File: src/rtl/spi_ram_pkg.sv
// Shared constants and types for the SPI scratch-RAM arbiter.
// Port pointer encodings, default widths, lock owner states.
package spi_ram_pkg;

  localparam int AW_DEF = 8;
  localparam int DW_DEF = 8;

  localparam logic PORT_A = 1'b0;
  localparam logic PORT_B = 1'b1;

  typedef enum logic [1:0] {
    NONE  = 2'd0,
    OWN_A = 2'd1,
    OWN_B = 2'd2
  } lock_e;

endpackage

File: src/rtl/ram_sp.sv
// Registered-read single-port RAM, no reset, infers block RAM.
// Ports: clk, we, addr, wdata, rdata (one cycle after addr).
module ram_sp #(
  parameter int AW = 8,
  parameter int DW = 8
) (
  input  logic          clk,
  input  logic          we,
  input  logic [AW-1:0] addr,
  input  logic [DW-1:0] wdata,
  output logic [DW-1:0] rdata
);

  logic [DW-1:0] mem [2**AW];

  always_ff @(posedge clk) begin
    if (we) mem[addr] <= wdata;
    rdata <= mem[addr];
  end

endmodule

File: src/rtl/spi_ram_arbiter.sv
// Round-robin arbiter with lock sharing a scratch RAM between SPI (A) and fabric (B).
// Ports: per-port req/we/lock/addr/wdata in, gnt/rdata/rvalid out; lock_a/lock_b debug.
module spi_ram_arbiter
  import spi_ram_pkg::*;
#(
  parameter int AW = AW_DEF,
  parameter int DW = DW_DEF
) (
  input  logic          clk,
  input  logic          rst_n,
  input  logic          a_req,
  input  logic          a_we,
  input  logic          a_lock,
  input  logic [AW-1:0] a_addr,
  input  logic [DW-1:0] a_wdata,
  output logic          a_gnt,
  output logic [DW-1:0] a_rdata,
  output logic          a_rvalid,
  input  logic          b_req,
  input  logic          b_we,
  input  logic          b_lock,
  input  logic [AW-1:0] b_addr,
  input  logic [DW-1:0] b_wdata,
  output logic          b_gnt,
  output logic [DW-1:0] b_rdata,
  output logic          b_rvalid,
  output logic          lock_a,
  output logic          lock_b
);

  lock_e         state;
  lock_e         state_d;
  logic          rr;
  logic          a_c;
  logic          b_c;
  logic          ram_we;
  logic [AW-1:0] ram_addr;
  logic [DW-1:0] ram_wdata;
  logic [DW-1:0] ram_rdata;
  logic [DW-1:0] a_hold;
  logic [DW-1:0] b_hold;

  always_comb begin
    a_gnt = 1'b0;
    b_gnt = 1'b0;
    unique case (state)
      OWN_A: a_gnt = a_req;
      OWN_B: b_gnt = b_req;
      default: begin
        if (a_req && b_req) begin
          // tie goes to the port that was not granted last
          a_gnt = (rr == PORT_B);
          b_gnt = (rr == PORT_A);
        end else begin
          a_gnt = a_req;
          b_gnt = b_req;
        end
      end
    endcase
  end

  assign a_c = a_req & a_gnt;
  assign b_c = b_req & b_gnt;

  always_comb begin
    state_d = state;
    unique case (state)
      OWN_A: begin
        if (!a_lock && (a_c || !a_req)) state_d = NONE;
      end
      OWN_B: begin
        if (!b_lock && (b_c || !b_req)) state_d = NONE;
      end
      default: begin
        if (a_c && a_lock)      state_d = OWN_A;
        else if (b_c && b_lock) state_d = OWN_B;
      end
    endcase
  end

  always_ff @(posedge clk or negedge rst_n) begin
    if (!rst_n) begin
      state    <= NONE;
      rr       <= PORT_B;
      a_rvalid <= 1'b0;
      b_rvalid <= 1'b0;
      a_hold   <= '0;
      b_hold   <= '0;
    end else begin
      state    <= state_d;
      if (a_c)      rr <= PORT_A;
      else if (b_c) rr <= PORT_B;
      a_rvalid <= a_c & ~a_we;
      b_rvalid <= b_c & ~b_we;
      if (a_rvalid) a_hold <= ram_rdata;
      if (b_rvalid) b_hold <= ram_rdata;
    end
  end

  // RAM output is shared; each port sees it live on its rvalid cycle
  // and a captured copy afterwards.
  assign a_rdata = a_rvalid ? ram_rdata : a_hold;
  assign b_rdata = b_rvalid ? ram_rdata : b_hold;

  assign ram_we    = (a_c & a_we) | (b_c & b_we);
  assign ram_addr  = a_gnt ? a_addr : b_addr;
  assign ram_wdata = a_gnt ? a_wdata : b_wdata;

  assign lock_a = (state == OWN_A);
  assign lock_b = (state == OWN_B);

  ram_sp #(
    .AW(AW),
    .DW(DW)
  ) u_ram (
    .clk  (clk),
    .we   (ram_we),
    .addr (ram_addr),
    .wdata(ram_wdata),
    .rdata(ram_rdata)
  );

endmodule

File: config.mk
export PLATFORM = sky130hd
export DESIGN_NAME = spi_ram_arbiter
export DESIGN_NICKNAME = d
export VERILOG_FILES = /design/src/rtl/spi_ram_pkg.sv /design/src/rtl/ram_sp.sv /design/src/rtl/spi_ram_arbiter.sv
export SDC_FILE = /design/constraint.sdc
export NUM_CORES = 2
export LEC_CHECK = 0
export CORE_UTILIZATION = 57
export CTS_CLUSTER_SIZE = 14
export DETAILED_ROUTE_END_ITERATION = 8
export PLACE_DENSITY_LB_ADDON = 0.2
export SYNTH_ARGS = -nofsm -noshare
export SYNTH_HDL_FRONTEND = slang
export SYNTH_HIERARCHICAL = 1
export SYNTH_SLANG_ARGS = --single-unit
File: constraint.sdc
create_clock -name clk -period 9.8 [get_ports clk]
set_input_delay 1.47 -clock clk [delete_from_list [all_inputs] [get_ports clk]]
set_output_delay 1.47 -clock clk [all_outputs]
set_load 0.02 [all_outputs]
**Word-level counts from Yosys, hierarchy flattened**

Memories as Yosys holds them, arrays and structs flattened. A register that Yosys moved wholly into a read port is not among the register bits.
Cells that the tools add are included.

- Flip-flop bits (word level): 21
- Memory bits (writable): 2048
- Input port bits: 40
- Output and inout bits: 22
- Word-level logic and storage cells: 52
- Memories: 1

Memories:

| memory | depth | width | read ports | clocked after Yosys merged registers in | wr ports | line | RTL |
|---|---|---|---|---|---|---|---|
| u_ram.mem | 256 | 8 | 1 | 1 | 1 | ram_sp.sv:14 | `logic [DW-1:0] mem [2**AW];` |

- Equal/unequal tests: 4
- Muxes and demuxes: 17
- Bitwise gates (word level): 10
- Reduce and logical (&&, ||, !) cells: 14

Operators with widths:

| kind | count |
|---|---|
| 8-bit two-way mux | 4 |
| 2-bit two-way mux | 4 |
| 1-bit AND | 6 |
| 1-bit two-way mux | 6 |
| 1-bit logical AND | 5 |
| 1-bit zero test | 4 |
| 2-bit by 1-bit inequality test with 1-bit output, second input constant | 2 |
| 1-bit case mux with 2 select lines | 2 |
| 2-bit case mux with 2 select lines | 1 |
| 4-bit nonzero test | 1 |
| 1-bit NOT | 3 |
| 3-bit AND reduction | 1 |
| 2-bit by 1-bit equality test with 1-bit output, second input constant | 1 |
| 2-bit equality test, second input constant | 1 |
| 1-bit logical OR | 2 |
| 2-bit nonzero test | 1 |
| 1-bit OR | 1 |

**Logic depth before layout (Yosys ltp)**

- Depth in word-level cells: 8
- Depth in mapped cells: 16
- Depth with buffers taken out: 10

**Hierarchy**

The synthesis kept the hierarchy.

Modules (own cells, without submodules):

| module | instances | cells an instance | area each (sq um) | seq. area each (sq um) |
|---|---|---|---|---|
| ram_sp | 1 | 3547 | 78492.8 | 61659.1 |
| spi_ram_arbiter | 1 | 86 | 1117.3 | 526.8 |

**Least setup slack after synthesis**

No wires, ideal clock.

- Kind: input to register
- Start point: input port b_req
- End point: memory u_ram.mem[112][0], enable pin
- Library setup time: 370 ps
- Data arrival time: 4111 ps
- Required time: 9430 ps
- Slack: 5319 ps
- Stages: 11
- Path buffers: 5
- Path through: and3b_1 > nor2_1 > buf_6 > mux2_2 > buf_2 > nor2_1 > clkbuf_1 > clkbuf_1 > nand3_1 > clkbuf_1 > nor2_1

- Elaborated cells between the ends (all ways): 13
- Those cells by class: 7 x mux; 5 x bitwise; 1 x reduce/logical

RTL lines:

| element | line | RTL |
|---|---|---|
| from (decl) | spi_ram_arbiter.sv:19 | `input logic b_req,` |
| 1-bit logical AND | spi_ram_arbiter.sv:50 | `if (a_req && b_req) begin` |
| 1-bit two-way mux | spi_ram_arbiter.sv:50 |  |
| 1-bit case mux with 2 select lines | spi_ram_arbiter.sv:46 | `unique case (state)` |
| 8-bit two-way mux | spi_ram_arbiter.sv:106 | `assign ram_addr = a_gnt ? a_addr : b_addr;` |
| named net ram_addr[2] | spi_ram_arbiter.sv:37 | `logic [AW-1:0] ram_addr;` |
| to (decl) | ram_sp.sv:14 |  |

The timed path passes the listed nets, and every way through them passes these cells.

**Worst setup path after layout**

- Start point: input port a_req
- End point: register u_ram.rdata[6], read port of u_ram.mem

- Longest elaborated chain between the ends: 4

Ends and longest elaborated chain:

| element | line | RTL |
|---|---|---|
| from (decl) | spi_ram_arbiter.sv:11 | `input logic a_req,` |
| 1-bit logical AND | spi_ram_arbiter.sv:50 |  |
| 1-bit two-way mux | spi_ram_arbiter.sv:50 |  |
| 1-bit case mux with 2 select lines * | spi_ram_arbiter.sv:46 |  |
| 8-bit two-way mux * | spi_ram_arbiter.sv:106 |  |
| named net ram_addr[0] | spi_ram_arbiter.sv:37 |  |
| to (decl) | ram_sp.sv:11 | `output logic [DW-1:0] rdata` |

The timed path passes the listed nets; every way through them passes the cells marked *.
A chain may end at the register's enable or synchronous reset.

==> summary.md <==
| Metric | Value |
|---|---|
| Longest Clk Path Bufs | 3 |
| Tot Pwr | approximately 23 mW |
| Leakage | 27.08 nW |
| Most common cell after layout, fill and taps aside | edfxtp_1 |
| Num CTS Buffers | ~200 |
| Reg-to-reg endpoint | u_ram/rdata[6]$_DFF_P_ |
| IO Pins | between 60 and 70 |
| Area growth from synthesis to layout | 11.65% |
| Number of port buffers | 61 |
| Crit path max-delay family | buffers and inverters |
| Clock skew | ~24 ps |
| Crit path largest cell delay | 1100 ps |
| Maximum clock rate | 151.2 MHz |
| Hold path endpoint | b_hold[4]$_DFF_PN0_ |
| Synth cell types | 36 |
| Die W | approximately 380 um |
| GRT Util Overall | roughly 27% |
| Worst vdd ir | 0.0002595 V |
| RSZ-0062 raised after global routing | no |
| Mapped Avg Cell Area | between 20 and 25 um^2 |
| DRT iter0 DRCs | approximately 5000 |
| Hold Crit Start | b_hold[4]$_DFF_PN0_ |
| CTS clk-pin slew, worst paths | 60 ps |
| Slew margin rel. | -0.9807% |
| Most frequent cells in the layout | edfxtp_1, mux4_2, a22oi_1 |
| Core Area | about 0.14 mm^2 |
| Post-route cell area | around 0.089 mm^2 |
| DRC | 0 |
| Ys flop type | edfxtp_1 |
| Crit-path max FO | 55 |
| Hold Fails Final Rpt | 0 |
| Worst reg2reg path startpoint | state[0]$_DFFE_PN0P_ |
| Root buffer cell | clkbuf_16 |
| Largest family of logic cells by synthesized area | multiplexers |
| Number of global-route vias before repair | approximately 38000 |
| Length of the first detailed-routing pass in iterations | 5 |
| Post-synth EDFFs | 2048 |
| Final core occ | approximately 64% |
| Largest net degree at the start of global routing | ~150 |
| Fin crit period | 6612 ps |
| DPL Wire Length | 106600 um |
| First-pass GRT wire length | between 200000 and 300000 um |
| Critical path cell sequence | clkdlybuf4s50_1 > o21ai_0 > nor2_4 > mux2_8 > buf_4 > buf_4 > mux4_2 > a22oi_1 > a21oi_1 > o41ai_1 > nand4_1 |
| RD Place Congestion | around 0.84 |
| H-tree depth | 4 |
| Initial antenna violation count | 10 |
| Worst path buffer plus inverter count | 3 |
| Post-Syn Nets | between 3000 and 4000 |
| # hold bufs at CTS | 0 |
| Routed Antenna Nets | 0 |
| Crit path arrival time | around 7200 ps |
| Period utilization | between 60 and 70% |
| Post-synthesis simple-gate area fraction | ~1.8% |
| Cell row count | 136 |
| Initial core utilization | between 50 and 60% |
| Crit. End Element | flop |
| FFs w/ async S/R, synth | between 1 and 1.5% |
| Clock Sink Count | ~2100 |
| CP startpoint kind | input pin |
| Tightest Pin Transition | about 1500 ps |
| PD cells | between 200 and 300 mW/mm^2 |
| Cells after Synth | between 3000 and 4000 |
| Setup bufs post-CTS | 0 |
| Hold Path Cell Cnt | 1 |
| Worst reg-to-reg path cell count | 12 |
| Die outline height | 375.7 um |
| Violated checks | max-capacitance violations, max-slew violations |
| Max Cap Viol | 1 |
| Routed vias/inst | around 6.7 |
| Die area | ~0.14 mm^2 |
| WP data required | between 10000 and 15000 ps |
| Vias | 38477 |
| CTS resizes | 0 |
| CP Class | input pin to flop |
| Register area share after synthesis | 78.11% |
| Synth Area in Compound Gates | under 10% |
| Final wirelength | ~190000 um |
| Nets@finish | roughly 3800 |
| Drt wl/cell | roughly 32 um |
| Final Setup Violations | 0 |
| Worst hold-check path type | flop to flop |
| Post-Synth XOR/XNOR Area | 0% |
| Mux cell area share after synthesis | ~15% |
| Total negative slack | 0 ps |
| Pins Over Slew Limit | 1 |
| Post-Synth Adder-Cell Area | 0.04715% |
| Yosys warns | 6 |
| Status | finished with violations |
| Cell area after synthesis | 0.07961 mm^2 |
| Slowest-stage cell, CP | o41ai_1 |
| R2R setup slack | around 3600 ps |
| Synth Register Bits | around 2100 |
| Grt ovf | 0 |
| CTS tree | built |
| Final hold slack | 497.6 ps |
| Clk_lat worst skew | ~810 ps |
| # diodes | 0 |
| Cell mode on critical path | buf_4 |
| Placed Area | ~0.083 mm^2 |
| Share of cells above drive strength 1 | approximately 24% |
## registers in the layout, summed over array words and instances (netlist names)
register,cells
a_hold,8
a_rvalid,1
b_hold,8
b_rvalid,1
rr,1
state,2
u_ram/mem,2048
u_ram/rdata,8
## worst max-delay path by stage
stage	from	endpoint	cells after the start
after floorplan	b_req	u_ram/mem[112][0]$_DFFE_PP_	11
after global placement	a_req	u_ram/rdata[1]$_DFF_P_	11
after detailed placement	a_req	u_ram/rdata[6]$_DFF_P_	11
after global routing	a_req	u_ram/rdata[6]$_DFF_P_	11
final	a_req	u_ram/rdata[6]$_DFF_P_	11
after CTS	a_req	u_ram/rdata[6]$_DFF_P_	11
## kinds of logic (layout without fill, tap and decap cells)
logic type,count (synthesis),after routing
DFF,2077,2077
muxes,545,545
AOI/OAI and AO/OA,425,425
and+or+nand+nor,343,343
buffers and inverters,240,523
adders and majority gates,3,3
## worst register-to-register path, stage by stage, from the launching register on
cell and delay, ps:
dfrtp_1 370, inv_1 70, ha_1 380, and3b_1 260, nor2_4 530, mux2_8 750, buf_4 770, buf_4 680
mux4_2 590, a22oi_1 240, a21oi_1 170, o41ai_1 1100, nand4_1 150
## metrics by stage
step,worst slack [ps],instances
2_1_floorplan,5319,3633
5_1_grt,2860,5779
4_1_cts,3256,5779
3_3_place_gp,1426,5409
6_report,3188,5779
3_5_place_dp,2438,5412
## area by class of cell
| class | count | area, um^2 |
|---|---|---|
| Clock inverter | 117 | 997.2 |
| Fill cell | 8968 | 49120 |
| Sequential cell | 2077 | 62190 |
| Timing Repair Buffer | 152 | 1381 |
| Tap cell | 1863 | 2331 |
| Multi-Input combinational cell | 1316 | 16610 |
| Clock buffer | 250 | 5360 |
| Inverter | 4 | 15.01 |
## power by group
group	switching, mW	internal (mW)	total (mW)	leakage, nW
clock	3.21	4.28	7.50	3.11
sequential	0.0813	10.7	10.7	18.7
combinational	3.33	1.78	5.12	5.23
## per-layer routing
layer | vias up | share of wire (%) | wire length (um) | track usage, %
met5 | - | 0.043 | 81 | 0
met4 | 10 | 3.2 | 5934 | 9.064
met3 | 341 | 9.9 | 18370 | 5.764
met2 | 2003 | 47 | 87210 | 40.25
met1 | 20508 | 40 | 74790 | 40.06
li1 | 15615 | - | - | -
## synthesized netlist by cell type (all sizes together) (8+ instances only)
cell | instances | share of area, %
dfrtp | 20 | 0.63
nor2 | 235 | 1.1
buf | 89 | 0.72
dfxtp | 8 | 0.20
nor3 | 31 | 0.19
a22oi | 256 | 2.4
o41ai | 32 | 0.35
nand3 | 16 | 0.10
a21oi | 128 | 0.80
mux4 | 512 | 14
mux2 | 32 | 0.45
nand2 | 30 | 0.14
edfxtp | 2048 | 77
clkbuf | 147 | 0.69
nand4 | 8 | 0.063
nor2b | 8 | 0.063
Power figures use the tool's default switching activity.
